==> src/rtl/pipeline_ctrl.sv <==
// pipeline_ctrl: hazard and memory-stall controller for a 5-stage pipeline.
// Drives the per-stage register enables and flushes, and the data-memory request.
// It handles three cases:
//   - freezing the pipeline while data memory is busy
//   - flushing on a taken branch
//   - inserting a bubble on a load-use hazard
// Ports:
//   clk, rst_n                 clock, async active-low reset
//   id_rs, id_rt               source registers of the instruction in ID
//   idex_mem_read, idex_dest   load flag / destination of the instruction in EX
//   mem_branch_taken           taken branch resolved in MEM
//   mem_read, mem_write        memory access of the instruction in MEM
//   dmem_ack                   data memory completes the access this cycle
//   *_en, *_flush, dmem_req    combinational pipeline controls (0 while in reset)
//   err                        sticky memory-timeout error
//   stall_cnt                  saturating count of cycles with pc_en=0
//   state                      FSM state (RUN=0, MEM_WAIT=1, ERR=2)
module pipeline_ctrl #(
  parameter int unsigned TIMEOUT = 64,
  parameter int unsigned CNT_W   = 16
) (
  input  logic             clk,
  input  logic             rst_n,
  input  logic [4:0]       id_rs,
  input  logic [4:0]       id_rt,
  input  logic             idex_mem_read,
  input  logic [4:0]       idex_dest,
  input  logic             mem_branch_taken,
  input  logic             mem_read,
  input  logic             mem_write,
  input  logic             dmem_ack,
  output logic             pc_en,
  output logic             ifid_en,
  output logic             idex_en,
  output logic             exmem_en,
  output logic             memwb_en,
  output logic             ifid_flush,
  output logic             idex_flush,
  output logic             exmem_flush,
  output logic             dmem_req,
  output logic             err,
  output logic [CNT_W-1:0] stall_cnt,
  output logic [1:0]       state
);

  localparam int unsigned WAIT_W = (TIMEOUT > 2) ? $clog2(TIMEOUT) : 1;

  typedef enum logic [1:0] {
    RUN      = 2'd0,
    MEM_WAIT = 2'd1,
    ERR      = 2'd2,
    ILLEGAL  = 2'd3
  } state_t;

  state_t             state_q, state_d;
  logic [WAIT_W-1:0]  wcnt_q, wcnt_d;
  logic               err_q, err_d;
  logic [CNT_W-1:0]   stall_q;

  logic mem_access;
  logic load_use;
  logic flow;

  logic pc_en_c, ifid_en_c, idex_en_c, exmem_en_c, memwb_en_c;
  logic ifid_flush_c, idex_flush_c, exmem_flush_c, dmem_req_c;

  assign mem_access = mem_read | mem_write;
  assign load_use   = idex_mem_read && (idex_dest != 5'd0) &&
                      ((idex_dest == id_rs) || (idex_dest == id_rt));

  // State register, wait counter and sticky error
  always_ff @(posedge clk or negedge rst_n) begin
    if (!rst_n) begin
      state_q <= RUN;
      wcnt_q  <= '0;
      err_q   <= 1'b0;
    end else begin
      state_q <= state_d;
      wcnt_q  <= wcnt_d;
      err_q   <= err_d;
    end
  end

  // Next state and combinational pipeline controls
  always_comb begin
    state_d       = state_q;
    wcnt_d        = wcnt_q;
    err_d         = err_q;
    flow          = 1'b0;
    dmem_req_c    = 1'b0;
    pc_en_c       = 1'b0;
    ifid_en_c     = 1'b0;
    idex_en_c     = 1'b0;
    exmem_en_c    = 1'b0;
    memwb_en_c    = 1'b0;
    ifid_flush_c  = 1'b0;
    idex_flush_c  = 1'b0;
    exmem_flush_c = 1'b0;

    case (state_q)
      RUN: begin
        dmem_req_c = mem_access;
        if (mem_access && !dmem_ack) begin
          state_d = MEM_WAIT;
          wcnt_d  = '0;
        end else begin
          flow = 1'b1;
        end
      end
      MEM_WAIT: begin
        dmem_req_c = mem_access;
        // An ack arriving on the timeout cycle still completes the access
        if (dmem_ack) begin
          state_d = RUN;
          wcnt_d  = '0;
          flow    = 1'b1;
        end else if (wcnt_q == WAIT_W'(TIMEOUT - 1)) begin
          state_d = ERR;
          err_d   = 1'b1;
        end else begin
          wcnt_d = wcnt_q + 1'b1;
        end
      end
      ERR: begin
        err_d = 1'b1;
      end
      default: begin
        state_d = RUN;
        wcnt_d  = '0;
      end
    endcase

    // Pipeline is moving: branch flush beats load-use bubble
    if (flow) begin
      pc_en_c    = 1'b1;
      ifid_en_c  = 1'b1;
      idex_en_c  = 1'b1;
      exmem_en_c = 1'b1;
      memwb_en_c = 1'b1;
      if (mem_branch_taken) begin
        ifid_flush_c  = 1'b1;
        idex_flush_c  = 1'b1;
        exmem_flush_c = 1'b1;
      end else if (load_use) begin
        pc_en_c      = 1'b0;
        ifid_en_c    = 1'b0;
        idex_flush_c = 1'b1;
      end
    end
  end

  // Saturating stall counter; not counted once in ERR
  always_ff @(posedge clk or negedge rst_n) begin
    if (!rst_n) begin
      stall_q <= '0;
    end else if (!pc_en_c && (state_q != ERR) && (stall_q != {CNT_W{1'b1}})) begin
      stall_q <= stall_q + 1'b1;
    end
  end

  // Controls are forced low asynchronously while reset is asserted
  assign pc_en       = rst_n & pc_en_c;
  assign ifid_en     = rst_n & ifid_en_c;
  assign idex_en     = rst_n & idex_en_c;
  assign exmem_en    = rst_n & exmem_en_c;
  assign memwb_en    = rst_n & memwb_en_c;
  assign ifid_flush  = rst_n & ifid_flush_c;
  assign idex_flush  = rst_n & idex_flush_c;
  assign exmem_flush = rst_n & exmem_flush_c;
  assign dmem_req    = rst_n & dmem_req_c;

  assign err       = err_q;
  assign stall_cnt = stall_q;
  assign state     = state_q;

endmodule

==> config.mk <==
export PLATFORM = sky130hd
export DESIGN_NAME = pipeline_ctrl
export DESIGN_NICKNAME = d
export VERILOG_FILES = /design/src/rtl/pipeline_ctrl.sv
export SDC_FILE = /design/constraint.sdc
export NUM_CORES = 1
export LEC_CHECK = 0
export CELL_PAD_IN_SITES_DETAIL_PLACEMENT = 2
export CELL_PAD_IN_SITES_GLOBAL_PLACEMENT = 2
export CORE_MARGIN = 8
export CORE_UTILIZATION = 27
export DETAILED_ROUTE_END_ITERATION = 6
export GPL_ROUTABILITY_DRIVEN = 1
export MAX_ROUTING_LAYER = met4
export PLACE_DENSITY = 0.88
export SKIP_LAST_GASP = 1
export SLEW_MARGIN = 0
export SYNTH_ARGS = -nofsm -noshare
export SYNTH_HDL_FRONTEND = slang
export SYNTH_SLANG_ARGS = --single-unit
==> constraint.sdc <==
create_clock -name clk -period 2.5 [get_ports clk]
set_input_delay 0.5 -clock clk [delete_from_list [all_inputs] [get_ports clk]]
set_output_delay 0.5 -clock clk [all_outputs]
set_load 0.05 [all_outputs]
## Yosys cells after proc, flatten, opt, wreduce, memory -nomap -nowiden

Cells that the tools add are included.

- Bitwise gates (word level): 7
- Add/sub/neg operators: 2
- Eq/ne operators: 12
- Reduce and logical (&&, ||, !) cells: 15
- Multiplexer cells: 24

Operator list:

| kind | count |
|---|---|
| 2-to-1 mux 6 bit | 3 |
| case mux 6 bit (3 select lines) | 1 |
| adder 16 x 1 -> 16 bit (second input constant) | 1 |
| inequality test 16 bit (second input constant) | 1 |
| 2-to-1 mux 1 bit | 14 |
| equality test 5 bit | 2 |
| AND reduction 3 bit | 3 |
| inequality test 2 bit (second input constant) | 4 |
| adder 6 x 1 -> 6 bit (second input constant) | 1 |
| equality test 6 bit (second input constant) | 1 |
| 2-to-1 mux 2 bit | 3 |
| inequality test 3 bit (second input constant) | 2 |
| case mux 2 bit (3 select lines) | 1 |
| AND 1 bit | 5 |
| logical AND 1 bit | 5 |
| nonzero test 5 bit | 1 |
| case mux 1 bit (2 select lines) | 2 |
| equality test 2 x 1 -> 1 bit (second input constant) | 1 |
| equality test 2 bit (second input constant) | 1 |
| logical NOT 1 bit | 2 |
| logical NOT 2 bit | 1 |
| nonzero test 2 bit | 1 |
| OR reduction 2 bit | 1 |
| logical OR 1 bit | 1 |
| 2 further kinds | 2 |

- Output and inout port bits: 28
- Input bits: 22
- Register bits: 25

## Longest topological paths before layout

Gate-level depths: netlist of run 1.

- Depth after elaboration: 9
- Depth in mapped cells: 8

## Worst setup path before layout of run 1

No wires, ideal clock.

- Path type: reg2out
- Start: reg state_q[0] (netlist: state[0])
- End: out pc_en
- Data required time: 2000 ps
- Path slack: -782 ps
- Path buffers: 1
- Arrival time: 2782 ps
- Cell stages (with the launch flop): 6
- Path through: dfrtp_1 > nor3_1 > nor2_1 > nor2_1 > o31a_1 > buf_4

- Word-level cells in the longest chain between the ends: 4
- Elaborated cells between the ends (all ways): 5
- Classes of those cells: 1 x eq/ne; 2 x mux; 1 x bitwise; 1 x reduce/logical

Ends and longest elaborated chain:

| item | RTL line | source |
|---|---|---|
| start, declared | 55 | `state_t state_q, state_d;` |
| start signal, assigned | 78 | `state_q <= state_d;` |
| equality test 2 x 1 -> 1 bit or logical NOT 2 bit (tied branches) | 100 | `case (state_q)` |
| case mux 1 bit (2 select lines) (*) | 100 |  |
| 2-to-1 mux 1 bit (*) | -- |  |
| AND 1 bit (*) | -- |  |
| end, declared | 32 | `output logic pc_en,` |

Every way passes the cells marked *; elsewhere a longest branch is shown, timed or not.

## Worst setup path after layout of run 1

- Start: in idex_dest[1]
- End: out idex_flush

- Word-level cells in the longest chain between the ends: 7
- Elaborated cells between the ends (all ways): 10
- Classes of those cells: 2 x eq/ne; 3 x mux; 1 x bitwise; 4 x reduce/logical

Ends and longest elaborated chain:

| item | RTL line | source |
|---|---|---|
| start, declared | 27 | `input logic [4:0] idex_dest,` |
| equality test 5 bit or nonzero test 5 bit (tied branches) | 69, 68 |  |
| logical OR 1 bit or logical AND 1 bit (tied branches) | 69, 68 |  |
| logical AND 1 bit (*) | 68 | `assign load_use = idex_mem_read && (idex_dest != 5'd0) &&` |
| 2-to-1 mux 1 bit (*) | 144 | `end else if (load_use) begin` |
| 2-to-1 mux 1 bit (*) | 140 | `if (mem_branch_taken) begin` |
| 2-to-1 mux 1 bit (*) | 134 | `if (flow) begin` |
| AND 1 bit (*) | 168 | `assign idex_flush = rst_n & idex_flush_c;` |
| end, declared | 38 | `output logic idex_flush,` |

Marks and branches as above.

==> flow_metrics.env, run 1 <==
export IMPL_cts_num_sinks=25
export IMPL_yosysWarnings=0
export IMPL_synth_avg_cell_area_um2=9.87
export IMPL_critPathKind="in -> out"
export IMPL_grt_pass1_wl_um=7700
export IMPL_clock_fmax_ghz=0.410
export IMPL_synth_area_leaders="dfrtp_1 43%, xor2_1 14%, nor2_1 4.4%, nand2_1 3.6%, nand4_1 3.0%"
export IMPL_track_usage_pct=12.9
export IMPL_ys_types=34
export IMPL_clkSlewWorstSetupHoldPaths_ps=90
export IMPL_period_share_pct=97.7
export IMPL_fin_worst_skew_ps=6.05
export IMPL_port_buffers=49
export IMPL_setup_violations=0
export IMPL_outcome="finished clean"
export IMPL_fillers=569
export IMPL_wl_um=4760
export IMPL_cp_slowest_cell="or4_4"
export IMPL_num_io_pins=50
export IMPL_hp_class="reg -> reg"
export IMPL_tightest_slew_ps=532
export IMPL_critPathMaxStageDelay_ps=560
export IMPL_row_count=26
export IMPL_cts_buffers=3
export IMPL_die_h_um=89.3
export IMPL_syn2layout_area_growth_pct=55.9
export IMPL_internal_power_w=0.000803
export IMPL_final_util_pct=44.0
export IMPL_powerDensity_nw_per_um2=605
export IMPL_critPathRequiredTime_ps=2000
export IMPL_fin_nets=231
export IMPL_post_drt_via_cell_ratio=4.77
export IMPL_grt_max_degree=26
export IMPL_synth_nets=171
export IMPL_route_detailed_drc=0
export IMPL_synth_simple_area_share_pct=25.5
export IMPL_path_cells="dlygate4sd2_1, or4_4, o21ai_4, nor2_1, o21a_1, buf_12"
export IMPL_cts_tree="built"
export IMPL_async_flop_share_pct=100
export IMPL_synth_seq_cells=25
export IMPL_die_x_um=89.3
export IMPL_crit_fanout=3
export IMPL_pwr_share_comb_pct=42.9
export IMPL_fin_setup_tns_ps=0
export IMPL_dieArea_um2=7980
export IMPL_drive_gt1_share_pct=19.4
export IMPL_final_area_um2=2260
export IMPL_place_gp_congestion=0.793
export IMPL_diodes=0
export IMPL_vdd_ir_drop_worst_v=0.000314
export IMPL_synthFlopType="dfrtp_1"
export IMPL_core_area_um2=5140
export IMPL_layout_common_cells="27 x clkdlybuf4s50_1, 25 x dfrtp_1, 24 x xor2_1, 16 x nor2_1, 14 x nand2_1"
export IMPL_start_util_pct=28.2
export IMPL_clk_latency_ps=280
export IMPL_synth_top_family_by_area="simple AND/OR/NAND/NOR gates"
export IMPL_seqCellArea_um2=626
export IMPL_muxShareOfSynthArea_pct=2.24
export IMPL_dr_pass1_iters=4
export IMPL_cp_start_kind="input pin"
export IMPL_wire_per_inst_um=17.2
export IMPL_synth_fa_ha_area_share_pct=1.72
export IMPL_overflow=0
export IMPL_multi_input_area_um2=827
export IMPL_p_switching_w=0.000567
export IMPL_p_total_w=0.00137
export IMPL_rsz0062_at_grt="no"
export IMPL_drv_slew=0
export IMPL_cts_htree_levels=1
export IMPL_layout_commonest_cell="clkdlybuf4s50_1"
export IMPL_vias=1316
export IMPL_yosysSeqAreaShare_pct=43.1
export IMPL_synth_xor_area_share_pct=16.3
export IMPL_postRouteAntennaNets=0
export IMPL_drtIter0Drc=34
export IMPL_synth_top_cell_area_share_pct=43.1
export IMPL_critPathArrivalTime_ps=1940
export IMPL_cts_buffer_depth=2
export IMPL_slew_headroom_pct=64.4
export IMPL_crit_path_end_kind="output port"
export IMPL_synth_compound_area_share_pct=8.53
export IMPL_leakagePower_nw=1.03
export IMPL_grt_pass1_vias=1521
export IMPL_period_needed_ps=2440
export IMPL_hold_violations=0
export IMPL_dpl_cell_area_um2=2180
export IMPL_synth_cells=147
export IMPL_hpwl_um=3750
export IMPL_synth_edff_count=0
export IMPL_power_switching_share_pct=41.4
export IMPL_syn_area_um2=1450
export IMPL_root_buffer="clkbuf_8"
export IMPL_antenna_found_initial=0
export IMPL_clkPwrFrac_pct=18.3
export IMPL_hold_buffers=0
export IMPL_hold_slack_ps=487
export IMPL_max_cap_violations=0
export IMPL_synth_top_cell_by_area="dfrtp_1"
export IMPL_pwr_share_seq_pct=38.8
-- cell type report --
cell class | instances | area share (%)
clock inverter | 1 | 0.221
multi-input combinational | 116 | 36.6
timing repair buffer | 61 | 29.9
tap | 70 | 3.87
clock buffer | 3 | 1.83
sequential | 25 | 27.7
-- power by group through the flow --
stage / Clock, W / Sequential, W / Combinational [W]
6_report: 0.000250 / 0.000532 / 0.000588
5_1_grt: 0.000277 / 0.000547 / 0.000625
4_1_cts: 0.000263 / 0.000535 / 0.000598
3_5_place_dp: 0 / 0.000543 / 0.000594
3_3_place_gp: 0 / 0.000539 / 0.000579
2_1_floorplan: 0 / 0.000704 / 0.000170
-- cells by family after synthesis --
logic type      after synthesis
compound gates               16
xor+xnor                     27
fa+ha+maj                     2
buf+inv                       6
flops                        25
mux                           3
simple gates                 68
-- per-layer routing --
metal	global-route usage (%)	up-vias	share of wire [%]
met1	13.9	640	44
met3	1.93	5	5.0
met5	-	-	0
met2	23.3	41	50
li1	-	630	-
met4	4.98	0	1.6
-- worst paths after layout --
check                             start            to  slack, ps  depth (start not counted)
max                        idex_dest[1]    idex_flush         60                          6
min                        stall_cnt[9]  stall_cnt[9]        490                          1
max reg2reg                   wcnt_q[0]     wcnt_q[3]        410                          7
min reg2reg                stall_cnt[9]  stall_cnt[9]        490                          1
max in group asynchronous         rst_n     wcnt_q[3]       1610                          2
min in group asynchronous         rst_n  stall_cnt[7]        640                          2
-- critical path, delay by kind of cell --
| family | cells | cell delay [ps] |
|---|---|---|
| AO/OA/AOI/OAI | 2 | 390 |
| buffers and inverters | 2 | 420 |
| AND/OR/NAND/NOR | 2 | 630 |
-- synth_stat cells (2+ instances only) --
library cell / n
o22ai_1: 2
xnor2_1: 3
buf_4: 4
nor2b_1: 2
xor2_1: 24
mux2_1: 2
nor2_1: 17
nand2_1: 14
nor4_1: 2
dfrtp_1: 25
o21ai_0: 7
nand2b_1: 3
ha_1: 2
and3_1: 4
clkbuf_1: 2
nor3_2: 2
nor3_1: 5
nand3_1: 5
nand4_1: 7
-- flip-flops by register name (all words and copies together) (netlist names) --
signal,flops
stall_cnt,16
wcnt_q,6
state,2
err,1
-- metrics by stage --
step | setup slack, ps | cells
2_1_floorplan | 71.2 | 147
3_3_place_gp | -254 | 270
3_5_place_dp | -269 | 270
4_1_cts | -5.48 | 276
5_1_grt | 3.66 | 276
6_report | 58.0 | 276
-- repair_timing --
action / in CTS / in global routing
pin swaps: 4 / 7
gates resized for setup: 10 / 10
setup buffers: 2 / 0
setup endpoints to repair: 3 / 8
Power figures use the tool's default switching activity.
==> run 2: changes to the inputs <==
--- a/config.mk
+++ b/config.mk
@@ -11,6 +11,7 @@
 export CORE_UTILIZATION = 27
 export DETAILED_ROUTE_END_ITERATION = 6
 export GPL_ROUTABILITY_DRIVEN = 1
+export GPL_TIMING_DRIVEN = 1
 export MAX_ROUTING_LAYER = met4
 export PLACE_DENSITY = 0.88
 export SKIP_LAST_GASP = 1
==> results of run 2 <==
Same layout as run 1: the final DEF is identical, and so are final timing and power.
